===== src/rtl/regfile_write_scheduler.sv =====
`default_nettype none
// ===========================================================================
// regfile_write_scheduler: two-requester register-file write arbiter with a
// busy scoreboard for RAW/WAW stall.                         Revision: 1.0
// ===========================================================================
module regfile_write_scheduler #(
  parameter int bits            = 32,
  parameter int no_of_registers = 32
) (
  input  logic                               clk,
  input  logic                               async_reset,
  input  logic                               rsv_valid,
  input  logic [$clog2(no_of_registers)-1:0] rsv_addr,
  input  logic [$clog2(no_of_registers)-1:0] rs1_addr,
  input  logic [$clog2(no_of_registers)-1:0] rs2_addr,
  output logic                               stall,
  output logic [no_of_registers-1:0]         busy,
  input  logic                               req0_valid,
  input  logic [$clog2(no_of_registers)-1:0] req0_addr,
  input  logic [bits-1:0]                    req0_data,
  output logic                               req0_ready,
  input  logic                               req1_valid,
  input  logic [$clog2(no_of_registers)-1:0] req1_addr,
  input  logic [bits-1:0]                    req1_data,
  output logic                               req1_ready,
  output logic [no_of_registers-1:0]         wr_en,
  output logic [bits-1:0]                    wr_data
);

  localparam int c_aw = $clog2(no_of_registers);

  logic                       r_ptr;
  logic [no_of_registers-1:0] r_busy;
  logic [no_of_registers-1:0] r_wr_en;
  logic [bits-1:0]            r_wr_data;

  logic                       w_grant0;
  logic                       w_grant1;
  logic                       w_xfer;
  logic [c_aw-1:0]            w_addr;
  logic [bits-1:0]            w_data;
  logic                       w_write;
  logic [no_of_registers-1:0] w_one;
  logic [no_of_registers-1:0] w_wr_dec;
  logic [no_of_registers-1:0] w_rsv_dec;
  logic                       w_hazard;
  logic                       w_set;

  // r_ptr == 0 favours req0 under contention, 1 favours req1
  always_comb begin
    w_grant0 = !async_reset && req0_valid && (!req1_valid || !r_ptr);
    w_grant1 = !async_reset && req1_valid && (!req0_valid ||  r_ptr);
    w_xfer   = w_grant0 || w_grant1;
    w_addr   = w_grant0 ? req0_addr : req1_addr;
    w_data   = w_grant0 ? req0_data : req1_data;
    w_write  = w_xfer && (w_addr != '0);
  end

  always_comb begin
    w_one     = {{(no_of_registers-1){1'b0}}, 1'b1};
    w_wr_dec  = w_write ? (w_one << w_addr) : '0;
    w_rsv_dec = w_one << rsv_addr;
    w_hazard  = (r_busy[rs1_addr] && (rs1_addr != '0)) ||
                (r_busy[rs2_addr] && (rs2_addr != '0)) ||
                (rsv_valid && (rsv_addr != '0) && r_busy[rsv_addr]);
    w_set     = !async_reset && rsv_valid && !w_hazard && (rsv_addr != '0);
  end

  always_ff @(posedge clk) begin
    if (async_reset) begin
      r_ptr     <= 1'b0;
      r_busy    <= '0;
      r_wr_en   <= '0;
      r_wr_data <= '0;
    end else begin
      if (w_xfer) begin
        r_ptr <= w_grant0;
      end
      // Clear first so a same-edge reservation of the same register wins
      r_busy  <= (r_busy & ~w_wr_dec) | (w_set ? w_rsv_dec : '0);
      r_wr_en <= w_wr_dec;
      if (w_write) begin
        r_wr_data <= w_data;
      end
    end
  end

  assign req0_ready = w_grant0;
  assign req1_ready = w_grant1;
  assign stall      = !async_reset && w_hazard;
  assign busy       = r_busy;
  assign wr_en      = r_wr_en;
  assign wr_data    = r_wr_data;

endmodule
`default_nettype wire


===== config.mk =====
export PLATFORM = sky130hd
export DESIGN_NAME = regfile_write_scheduler
export DESIGN_NICKNAME = d
export VERILOG_FILES = /design/src/rtl/regfile_write_scheduler.sv
export SDC_FILE = /design/constraint.sdc
export NUM_CORES = 1
export LEC_CHECK = 0
export CORE_AREA = 2 2 103 115
export DETAILED_ROUTE_END_ITERATION = 10
export DIE_AREA = 0 0 105 117
export PLACE_DENSITY = 0.82
export SLEW_MARGIN = 20
export SYNTH_ARGS = -nofsm -noshare
export SYNTH_HDL_FRONTEND = slang
export SYNTH_SLANG_ARGS = --single-unit

===== constraint.sdc =====
create_clock -name clk -period 6.77 [get_ports clk]
set_input_delay 2.031 -clock clk [delete_from_list [all_inputs] [get_ports clk]]
set_output_delay 2.031 -clock clk [all_outputs]
set_load 0.02 [all_outputs]

==> results.txt <==
----------------------------------------------------
[Final layout]
  Relative area change from synthesis to final layout ... 48.13%
  Ant. Diodes ... 0
  Number of fill cells in the layout ... around 960
  Share of layout cells above drive strength 1 ... under 10%
  Total number of nets in the final design ... 815

[Floorplan]
  Initial core utilization ... about 45%
  Number of cell rows ... a little over 40
  Core Box Area ... 11180 um2
  DIE WIDTH ... ~110 um
  I/O pin cnt ... between 150 and 200
  Die area ... 12290 um2
  Die height ... roughly 120 um

[Setup path]
  Type of destination of the critical path ... output port
  Critical Path AT ... 4.56 ns
  Slowest cell on the critical path ... sky130_fd_sc_hd__or4_1
  Element type at the critical path start ... primary input
  Highest net fanout along the worst path ... 2
  Data required time at the worst endpoint ... 4.74 ns
  Largest delay share family, worst path ... simple AND/OR/NAND/NOR gates
  CP bufs+invs ... 2
  Max stage delay on crit path ... between 0.5 and 0.6 ns
  Critical path class ... primary input to output port
  Sequence of cells on the critical path ... clkdlybuf4s50_1 -> mux4_2 -> and3_1 -> or4_1 -> nor3_2 -> nand3_2 -> o21a_1 -> dlygate4sd2_1

[Clock network]
  Clock transition at the register clock pins on the worst setup and hold paths after CTS ... around 0.060 ns
  Number of levels in the clock H-tree ... 3
  Clock root buffer ... sky130_fd_sc_hd__clkbuf_16
  Maximum count of clock buffers along a single path ... 2
  Clock Sinks ... 97
  Worst skew pair latency ... approximately 0.34 ns
  Number of buffers created by CTS ... 9
  CTS tree ... yes
  Quantity of hold-fixing buffers added after cts ... 0

[Placement]
  Number of buffer cells added on primary ports ... 192
  Post-placement worst setup slack ... -0.03929 ns
  DPL Wire Length ... between 10 and 15 mm
  GP Congestion ... between 0.9 and 1

[Synth]
  Area leader, netlist ... sky130_fd_sc_hd__dfxtp_1
  Largest family of logic cells by synthesized area ... compound AO/OA/AOI/OAI gates
  Simple-gate share of the synthesized area ... a little under a fifth
  Share of the synthesized area in the top cell type ... about two fifths
  Predominant post-synthesis flop cell ... sky130_fd_sc_hd__dfxtp_1
  Library cells used by synthesis ... 60
  Number of register bits inferred by synthesis ... just under 100
  Synth Area in XOR/XNOR ... 0%
  Count of flip-flops with a built-in enable after synthesis ... 0
  Yosys warns ... 0
  Sequential element share of the synthesized area ... between 30% and 40%
  Mux share of post-synthesis cell area ... 17.02%
  Post-synthesis async set-or-reset flop share ... 0%
  Nets in the synthesized netlist ... roughly 640
  Mapped Area ... around 5000 um2
  Dominant cells by area after synthesis ... sky130_fd_sc_hd__dfxtp_1 (39%), sky130_fd_sc_hd__mux2i_1 (12%), sky130_fd_sc_hd__nor2_1 (5.7%), sky130_fd_sc_hd__a211oi_1 (5.1%), sky130_fd_sc_hd__o211ai_1 (4.7%)
  Area fraction in compound gates after synthesis ... between 20% and 30%
  Cell count after synthesis ... 545
  Arithmetic-cell share of the synthesized area counting full adders, half adders and majority gates ... 0%
  Mean instance size in the synthesized netlist ... 9.158 um2

[Global routing]
  Antenna violations before repair ... 0
  GRT Overall Usage ... a little over a quarter
  Peak-usage layer in the global routing report ... met2
  First-pass GRT wire length ... roughly 26 mm
  Vias in the first global route ... approximately 5000
  Pin count of the biggest net entering global routing ... 65
  Remaining global-route overflow ... 0
  Global routing usage on met3 ... about 8.0%
  Met1 routing resource usage after global routing ... ~28%
  Met2 capacity usage during global routing ... between 40% and 50%

[Status]
  Result of the run ... finished clean

[Pwr]
  Worst IR drop on VDD ... approximately 0.14 mV
  Power per standard cell area ... approximately 190 nW/um2
  Total power consumption of the routed design ... between 1 and 1.5 mW
  Leakage power figure ... 2.838 nW

[STA]
  Slew at the pin with the worst max-slew slack ... 0.9368 ns
  Crit path time final ... approximately 6.6 ns
  Max Freq ... roughly 150 MHz
  Fraction of the cycle the final worst path needs ... a little over nine tenths
  Worst slew slack as a fraction of its limit ... between 30% and 40%
  Max-slew violation count ... 0
  Clock Skew ... around 0.0064 ns
  Setup slack after layout ... between 0.15 and 0.2 ns
  Final hold viol count ... 0
  Final setup viols ... 0
  Setup repair after global routing missed its margin ... false

[Worst hold path]
  Worst min-delay path category ... flop to flop

[Drt]
  DR iter-0 viols ... about 360
  Detailed-route wire length ... approximately 16 mm
  DRC violation count after routing ... 0
  Total vias in the final route ... between 5000 and 6000
  Per-cell routed wire length ... about 19 um
  Detail Route Antenna Nets ... 0
  Via-to-Cell Ratio ... 5.790
  Pre-antenna DRT Iters ... 5

[Job]
  Max-cap check violation count ... 0

----------------------------------------------------
-- power by group --
part | internal (mW) | leakage (nW) | total [mW] | switching, mW
Sequential | 0.591 | 0.790 | 0.604 | 0.0128
Combinational | 0.136 | 1.89 | 0.285 | 0.150
Clock | 0.324 | 0.156 | 0.541 | 0.217
-- stage by stage --
stage                     cell area (um2)  utilization, %  hold WS [ns]  TNS [ns]  cells
after floorplan                      4991               -        0.5154         0    545
after CTS                            7385           66.03        0.5012         0    875
after global placement               7069           63.21        0.4859  -0.02380    860
final                                7393           66.11        0.4963         0    875
after detailed placement             7069           63.21        0.4923  -0.03929    860
after global routing                 7393           66.11        0.5186         0    875
-- flip-flops by register name, summed over array words and instances, names as in the netlist --
register / count
wr_en: 32
wr_data: 32
busy: 32
r_ptr: 1
-- synth_stat cells, types with 5 or more instances --
cell,number
sky130_fd_sc_hd__dfxtp_1,97
sky130_fd_sc_hd__nor2_1,76
sky130_fd_sc_hd__mux2i_1,59
sky130_fd_sc_hd__a211oi_1,34
sky130_fd_sc_hd__clkbuf_1,31
sky130_fd_sc_hd__o211ai_1,31
sky130_fd_sc_hd__nand2_1,26
sky130_fd_sc_hd__nand4_1,17
sky130_fd_sc_hd__o21ai_1,16
sky130_fd_sc_hd__o31ai_2,14
sky130_fd_sc_hd__buf_2,10
sky130_fd_sc_hd__nor2b_1,10
sky130_fd_sc_hd__inv_1,9
sky130_fd_sc_hd__mux4_2,9
sky130_fd_sc_hd__and3_1,7
sky130_fd_sc_hd__nand2b_1,7
sky130_fd_sc_hd__a21oi_1,6
sky130_fd_sc_hd__and2_1,5
sky130_fd_sc_hd__buf_1,5
sky130_fd_sc_hd__nand3_1,5
sky130_fd_sc_hd__nor3_1,5
-- final timing paths --
path	start	to	slack, ns	cells after the start
worst max-delay path	rs1_addr[1]	stall	0.17	8
worst min-delay path	wr_data[6]$_SDFFE_PP0P_	wr_data[6]$_SDFFE_PP0P_	0.50	2
worst min register to register	wr_data[6]$_SDFFE_PP0P_	wr_data[6]$_SDFFE_PP0P_	0.50	2
worst max register to register	r_ptr$_SDFFE_PP0P_	wr_data[17]$_SDFFE_PP0P_	3.84	7
-- layer usage --
layer  routed length [um]  up-vias
li1                     -     2375
met5                    0        -
met2                 8345      260
met3                 1470       36
met1                 6144     2395
met4                  517        0
-- placed cells by master (no fill, tap or decap), drive strengths merged, types with 3 or more instances in the layout --
master / count
clkdlybuf4s50: 191
dfxtp: 97
nor2: 77
mux2i: 59
a211oi: 34
o211ai: 31
nand2: 26
buf: 21
nand4: 17
o31ai: 17
o21ai: 16
inv: 13
nor2b: 10
mux4: 9
clkbuf: 9
nand2b: 7
and3: 7
a21oi: 6
nand3: 6
nor3: 6
and2: 5
mux2: 5
or2: 5
nand4b: 4
nor4b: 4
a22oi: 3
nor4: 3
or4: 3
o32ai: 3
o22a: 3
-- cell type report --
class                      instances  area (um2)  area share (%)
multi-input combinational        389        2815           38.08
timing repair buffer             213        2091           28.28
sequential                        97        1942           26.26
clock buffer                       9       225.2           3.046
tap                              150       187.7           2.539
clock inverter                     6       91.34           1.235
inverter                          11       41.29          0.5585
-- worst reg2reg max path: stages, from the launching register on --
cell,delay (ns)
sky130_fd_sc_hd__dfxtp_1,0.44
sky130_fd_sc_hd__a21boi_1,0.21
sky130_fd_sc_hd__nand2_2,0.13
sky130_fd_sc_hd__buf_4,0.51
sky130_fd_sc_hd__mux2i_1,0.46
sky130_fd_sc_hd__o221a_4,0.70
sky130_fd_sc_hd__nor2_1,0.14
sky130_fd_sc_hd__a211oi_1,0.26
-- cell families after synthesis --
kind of cell / after synthesis
buffers and inverters: 59
AND/OR/NAND/NOR: 186
AO/OA/AOI/OAI: 129
multiplexers: 73
other: 1
flip-flops: 97
-- timing repair --
item	4_1_cts	5_1_grt
endpoints found under the setup margin	1	0
setup buffers	0	0
resized for setup	1	0
Note: power is estimated with default switching activity, not from simulation.
